[src/rtl/spi_slave_mw.sv]
`timescale 1ns/1ps
// Parametrised multi-word SPI slave: all four CPOL/CPHA modes, MSB/LSB order, one-word TX buffer.
// Define SPI_ERR_FLAGS_EN to build the tx_underrun / frame_err pulse logic; otherwise both are tied low.
module spi_slave_mw #(
  parameter int                    DATA_WIDTH  = 8,
  parameter int                    SYNC_STAGES = 2,
  parameter bit                    MSB_FIRST   = 1'b1,
  parameter logic [DATA_WIDTH-1:0] TX_FILL     = '0
) (
  input  logic                  clk,
  input  logic                  rst,
  input  logic                  cpol,
  input  logic                  cpha,
  input  logic                  sclk,
  input  logic                  ss,
  input  logic                  mosi,
  output logic                  miso,
  output logic                  miso_oe,
  input  logic [DATA_WIDTH-1:0] tx_data,
  input  logic                  tx_valid,
  output logic                  tx_ready,
  output logic [DATA_WIDTH-1:0] rx_data,
  output logic                  rx_valid,
  output logic                  busy,
  output logic                  tx_underrun,
  output logic                  frame_err
);

  localparam int              CNT_W    = $clog2(DATA_WIDTH);
  localparam logic [CNT_W-1:0] LAST_BIT = CNT_W'(DATA_WIDTH - 1);

  typedef enum logic {IDLE, ACTIVE} state_t;

  logic [SYNC_STAGES-1:0] sclk_sync_q, ss_sync_q, mosi_sync_q;
  logic                   sclk_prev_q, ss_prev_q;
  logic                   sclk_s, ss_s, mosi_s;

  state_t                 state_q;
  logic                   cpol_q, cpha_q;
  logic [CNT_W-1:0]       bit_cnt_q;
  logic [DATA_WIDTH-1:0]  rx_shift_q, rx_shift_d;
  logic [DATA_WIDTH-1:0]  tx_shift_q, tx_shift_d;
  logic [DATA_WIDTH-1:0]  rx_data_q;
  logic                   rx_valid_q;
  logic                   busy_q;
  logic [DATA_WIDTH-1:0]  buf_q;
  logic                   buf_full_q, buf_full_d;
  logic                   tx_ready_q;
  logic                   tx_bit;

  logic sclk_edge, lead_edge, trail_edge, sample_edge, shift_edge;
  logic ss_fall, ss_rise, start, in_frame, word_done, load, accept;

  always_ff @(posedge clk or posedge rst) begin
    if (rst) begin
      sclk_sync_q <= '0;
      ss_sync_q   <= '1;
      mosi_sync_q <= '0;
      sclk_prev_q <= 1'b0;
      ss_prev_q   <= 1'b1;
    end else begin
      sclk_sync_q <= {sclk_sync_q[SYNC_STAGES-2:0], sclk};
      ss_sync_q   <= {ss_sync_q[SYNC_STAGES-2:0], ss};
      mosi_sync_q <= {mosi_sync_q[SYNC_STAGES-2:0], mosi};
      sclk_prev_q <= sclk_sync_q[SYNC_STAGES-1];
      ss_prev_q   <= ss_sync_q[SYNC_STAGES-1];
    end
  end

  assign sclk_s = sclk_sync_q[SYNC_STAGES-1];
  assign ss_s   = ss_sync_q[SYNC_STAGES-1];
  assign mosi_s = mosi_sync_q[SYNC_STAGES-1];

  // Leading edge moves sclk away from the polarity latched at frame start.
  assign sclk_edge   = sclk_s ^ sclk_prev_q;
  assign lead_edge   = sclk_edge & (sclk_s ^ cpol_q);
  assign trail_edge  = sclk_edge & ~(sclk_s ^ cpol_q);
  assign sample_edge = cpha_q ? trail_edge : lead_edge;
  assign shift_edge  = cpha_q ? lead_edge : trail_edge;

  assign ss_fall   = ss_prev_q & ~ss_s;
  assign ss_rise   = ~ss_prev_q & ss_s;
  assign start     = (state_q == IDLE) && ss_fall;
  assign in_frame  = (state_q == ACTIVE) && !ss_rise;
  assign word_done = in_frame && sample_edge && (bit_cnt_q == LAST_BIT);
  assign load      = start || word_done;
  assign accept    = tx_valid && tx_ready_q;
  assign buf_full_d = accept | (buf_full_q & ~load);

  generate
    if (MSB_FIRST) begin : g_msb
      assign rx_shift_d = {rx_shift_q[DATA_WIDTH-2:0], mosi_s};
      assign tx_shift_d = {tx_shift_q[DATA_WIDTH-2:0], 1'b0};
      assign tx_bit     = tx_shift_q[DATA_WIDTH-1];
    end else begin : g_lsb
      assign rx_shift_d = {mosi_s, rx_shift_q[DATA_WIDTH-1:1]};
      assign tx_shift_d = {1'b0, tx_shift_q[DATA_WIDTH-1:1]};
      assign tx_bit     = tx_shift_q[0];
    end
  endgenerate

  always_ff @(posedge clk or posedge rst) begin
    if (rst) begin
      state_q    <= IDLE;
      cpol_q     <= 1'b0;
      cpha_q     <= 1'b0;
      bit_cnt_q  <= '0;
      rx_shift_q <= '0;
      tx_shift_q <= '0;
      rx_data_q  <= '0;
      rx_valid_q <= 1'b0;
      busy_q     <= 1'b0;
      buf_q      <= '0;
      buf_full_q <= 1'b0;
      tx_ready_q <= 1'b1;
    end else begin
      rx_valid_q <= 1'b0;
      case (state_q)
        IDLE: begin
          if (ss_fall) begin
            state_q    <= ACTIVE;
            cpol_q     <= cpol;
            cpha_q     <= cpha;
            bit_cnt_q  <= '0;
            rx_shift_q <= '0;
            busy_q     <= 1'b1;
          end
        end
        ACTIVE: begin
          if (ss_rise) begin
            state_q   <= IDLE;
            busy_q    <= 1'b0;
            bit_cnt_q <= '0;
          end else if (sample_edge) begin
            rx_shift_q <= rx_shift_d;
            if (bit_cnt_q == LAST_BIT) begin
              bit_cnt_q  <= '0;
              rx_data_q  <= rx_shift_d;
              rx_valid_q <= 1'b1;
            end else begin
              bit_cnt_q <= bit_cnt_q + 1'b1;
            end
          end else if (shift_edge && (bit_cnt_q != '0)) begin
            // bit 0 is already on miso from the load, so the first shift edge of a word is skipped
            tx_shift_q <= tx_shift_d;
          end
        end
        default: state_q <= IDLE;
      endcase
      if (load)
        tx_shift_q <= buf_full_q ? buf_q : TX_FILL;
      if (accept)
        buf_q <= tx_data;
      buf_full_q <= buf_full_d;
      tx_ready_q <= ~buf_full_d;
    end
  end

  assign miso     = busy_q & tx_bit;
  assign miso_oe  = busy_q;
  assign busy     = busy_q;
  assign tx_ready = tx_ready_q;
  assign rx_data  = rx_data_q;
  assign rx_valid = rx_valid_q;

`ifdef SPI_ERR_FLAGS_EN
  logic tx_underrun_q, frame_err_q;

  always_ff @(posedge clk or posedge rst) begin
    if (rst) begin
      tx_underrun_q <= 1'b0;
      frame_err_q   <= 1'b0;
    end else begin
      tx_underrun_q <= load & ~buf_full_q;
      frame_err_q   <= (state_q == ACTIVE) && ss_rise && (bit_cnt_q != '0);
    end
  end

  assign tx_underrun = tx_underrun_q;
  assign frame_err   = frame_err_q;
`else
  assign tx_underrun = 1'b0;
  assign frame_err   = 1'b0;
`endif

endmodule

[config.mk]
export PLATFORM = sky130hd
export DESIGN_NAME = spi_slave_mw
export DESIGN_NICKNAME = d
export VERILOG_FILES = /design/src/rtl/spi_slave_mw.sv
export SDC_FILE = /design/constraint.sdc
export NUM_CORES = 1
export LEC_CHECK = 0
export CAP_MARGIN = 30
export CORE_ASPECT_RATIO = 0.9
export CORE_MARGIN = 4
export CORE_UTILIZATION = 30
export CTS_CLUSTER_DIAMETER = 50
export DETAILED_ROUTE_END_ITERATION = 7
export HOLD_SLACK_MARGIN = 0.05
export PLACE_DENSITY_LB_ADDON = 0.1
export SLEW_MARGIN = 5
export SYNTH_ARGS = -nofsm -noshare
export SYNTH_HDL_FRONTEND = slang
export SYNTH_SLANG_ARGS = --single-unit
[constraint.sdc]
create_clock -name clk -period 2.1 [get_ports clk]
set_input_delay 0.21 -clock clk [delete_from_list [all_inputs] [get_ports clk]]
set_output_delay 0.21 -clock clk [all_outputs]
set_load 0.05 [all_outputs]
==> results.tsv, run 1 <==
metric	value	unit
Synth area leaders	dfrtp_1, mux2_2, dfstp_2	
Leak	1.17	nW
CP top delay family	buffers and inverters	
Post-Synth XOR/XNOR Area	1.10	%
synthesized cell area	2270	um^2
net switching power	0.965	mW
vias per inst	4.64	
final worst-path cycle share	88.3	%
Synth Area in Compound Gates	11.8	%
post-synth top area share	49.6	%
CTS Buf Count	5	
Final #Nets	245	
CP Max Fanout	3	
chip width	99.7	um
clk slew on worst S/H paths	100	ps
Final Hold Viols	0	
Cell Count, Final, Fillers Out	320	
first-pass GRT wire length	7670	um
Tightest Pin Transition	507	ps
sequential area share after synthesis	54.2	%
DRT Wirelength	4550	um
largest net degree at the start of global routing	31	
multiplexer area fraction after synthesis	14.1	%
area delta synth->final	20.8	%
combinational group share of total power	29.8	%
max-slew violations	0	
final setup vio count	0	
internal power	1.81	mW
total setup buffers inserted after CTS	0	
Fin Hold WS	219	ps
commonest non-fill, non-tap cells in the layout	dfrtp_1, clkdlybuf4s50_1, nand2_1, mux2_2, a21oi_1	
Worst EP required	1890	ps
critical path, cell by cell	clkdlybuf4s50_1	
final instance area	2740	um^2
critical path class	flip-flop to output port	
Post-Synth Simple-Gate Area	11.8	%
P per Cell Area	1010	nW/um^2
fin worst setup slack	246	ps
DR iter-0 viols	77	
vias in the first global route	1456	
die area	9020	um^2
largest family of logic cells by synthesized area	multiplexers	
clk_lat worst skew	300	ps
Clock Power Share	20.3	%
hold crit path type	input pin to async pin	
total global-route track usage	10.6	%
initial antenna violation count	0	
CTS tree	built	
max-cap violations	0	
Adder-Cell Fraction of Synth Area	1.65	%
H-tree depth	2	
Seq pwr share	49.9	%
Hold Buf Count CTS	0	
Fmax achieved	0.539	GHz
dpl ws	272	ps
Slew HR	66.2	%
Cells after Synth	198	
cell taking the most area after synthesis	dfrtp_1	
Startpoint Class	flip-flop	
core area	7220	um^2
Total Power	2.78	mW
DRC	0	
clock root buffer	clkbuf_8	
clock skew	6.92	ps
RSZ-0062 raised after global routing	no	
vias	1485	
CP max stage cell	clkdlybuf4s50_1	
Cells after DPL	312	
post-DP HPWL	3250	um
CP max stage delay	800	ps
ANT cells	0	
Remaining Overflow, GRT	0	
Util after Layout	38.0	%
peak supply drop	0.333	mV
Critical path buffers and inverters	1	
io pins	31	
TritonRoute pass-1 iters	4	
Die H	90.5	um
drt wl/cell	14.2	um
Post-Synthesis Mean Instance Area	11.5	um^2
CTS resizes	0	
switch share	34.7	%
setup TNS	0	ps
post-layout min period	1850	ps
CTS sink cnt	49	
number of routed nets with antenna violations	0	
yosys warns	0	
share of cells above drive strength 1	17.2	%
status	finished clean	
Starting Density	31.4	%
crit end category	output port	
CTS Buffer Depth	2	
# rows	29	
Synth Register Bits	49	
commonest non-fill, non-tap cell in the layout	dfrtp_1	
GPL Wtd Cong	0.731	
Synth cell types	36	
critical path arrival	1640	ps
PortBufs	28	
Post-DP Area	2650	um^2
==> cells in the mapped netlist <==
library cell  instances
inv_1                13
buf_1                 1
buf_2                 3
nand4_4               1
mux2i_1               8
conb_1                1
mux2i_4               1
o21ai_0              10
nor3b_2               1
buf_4                 4
o21a_1                1
nand2b_1              5
nor2_1                1
a211oi_2              1
nand3_1               1
a21boi_0              1
dfstp_2               4
mux2_2               14
ha_1                  3
a22oi_4               1
and4_1                1
a211oi_1              8
o21bai_1              1
dfrtp_1              45
a22o_1                1
nand2_1              25
mux2_1                4
nand4_1               8
a41oi_4               1
mux2_4                1
and2_1                1
xnor2_2               1
nor3_1                7
xor2_1                1
a21oi_1              13
clkbuf_1              5
==> registers in the layout, summed over array words and instances (netlist names) <==
signal / count
ss_prev_q: 1
mosi_sync_q: 2
sclk_sync_q: 2
tx_ready: 1
cpol_q: 1
buf_q: 8
cpha_q: 1
busy: 1
rx_valid: 1
state_q: 1
rx_data: 8
rx_shift_q: 7
ss_sync_q: 2
bit_cnt_q: 3
buf_full_q: 1
tx_shift_q: 8
sclk_prev_q: 1
==> cell families (layout without fill, tap and decap cells) <==
kind of cell | count (synthesis) | in the layout
flops | 49 | 49
buf+inv | 26 | 54
xor+xnor | 2 | 2
other cells | 1 | 2
fa+ha+maj | 3 | 3
simple gates | 51 | 51
compound gates | 38 | 38
mux | 28 | 28
==> power by group through the flow <==
stage               logic [mW]  clock network (mW)  registers, mW
floorplan                0.630                   0           1.38
finish                   0.827               0.565           1.39
CTS                      0.840               0.588           1.39
global route             0.925               0.627           1.43
detailed placement       0.837                   0           1.41
global placement         0.831                   0           1.41
==> layer usage <==
layer,share of wire [%],global-route usage (%),up-vias
met1,55,16.8,724
met4,0.51,2.05,0
li1,-,-,736
met3,3.3,2.86,4
met5,0,0,-
met2,41,14.1,21
==> final cells by class <==
class	instances	area, um^2
clock buffer	6	72.6
clock inverter	2	16.3
fill	730	4480
inverter	13	48.8
multi-input combinational	124	926
sequential	49	1230
tap	93	116
timing repair buffer	33	330
==> path summary, 6_finish.rpt <==
path	cells past startpoint	to	slack, ps	start
max	1	tx_ready	250	tx_ready
min	2	mosi_sync_q[0]	220	rst
max reg2reg	4	rx_shift_q[1]	290	cpol_q
min reg2reg	0	sclk_sync_q[1]	350	sclk_sync_q[0]
max in group asynchronous	3	tx_ready	1300	rst
min in group clk	1	ss_sync_q[0]	310	ss
Power figures use the tool's default switching activity.
==> inputs of run 2 (changes only) <==
--- a/config.mk
+++ b/config.mk
@@ -9,7 +9,6 @@
 export CORE_ASPECT_RATIO = 0.9
 export CORE_MARGIN = 4
 export CORE_UTILIZATION = 30
-export CTS_CLUSTER_DIAMETER = 50
 export DETAILED_ROUTE_END_ITERATION = 7
 export HOLD_SLACK_MARGIN = 0.05
 export PLACE_DENSITY_LB_ADDON = 0.1
==> results of run 2 <==
The final DEF is identical to that of run 1; final timing and power are the same.
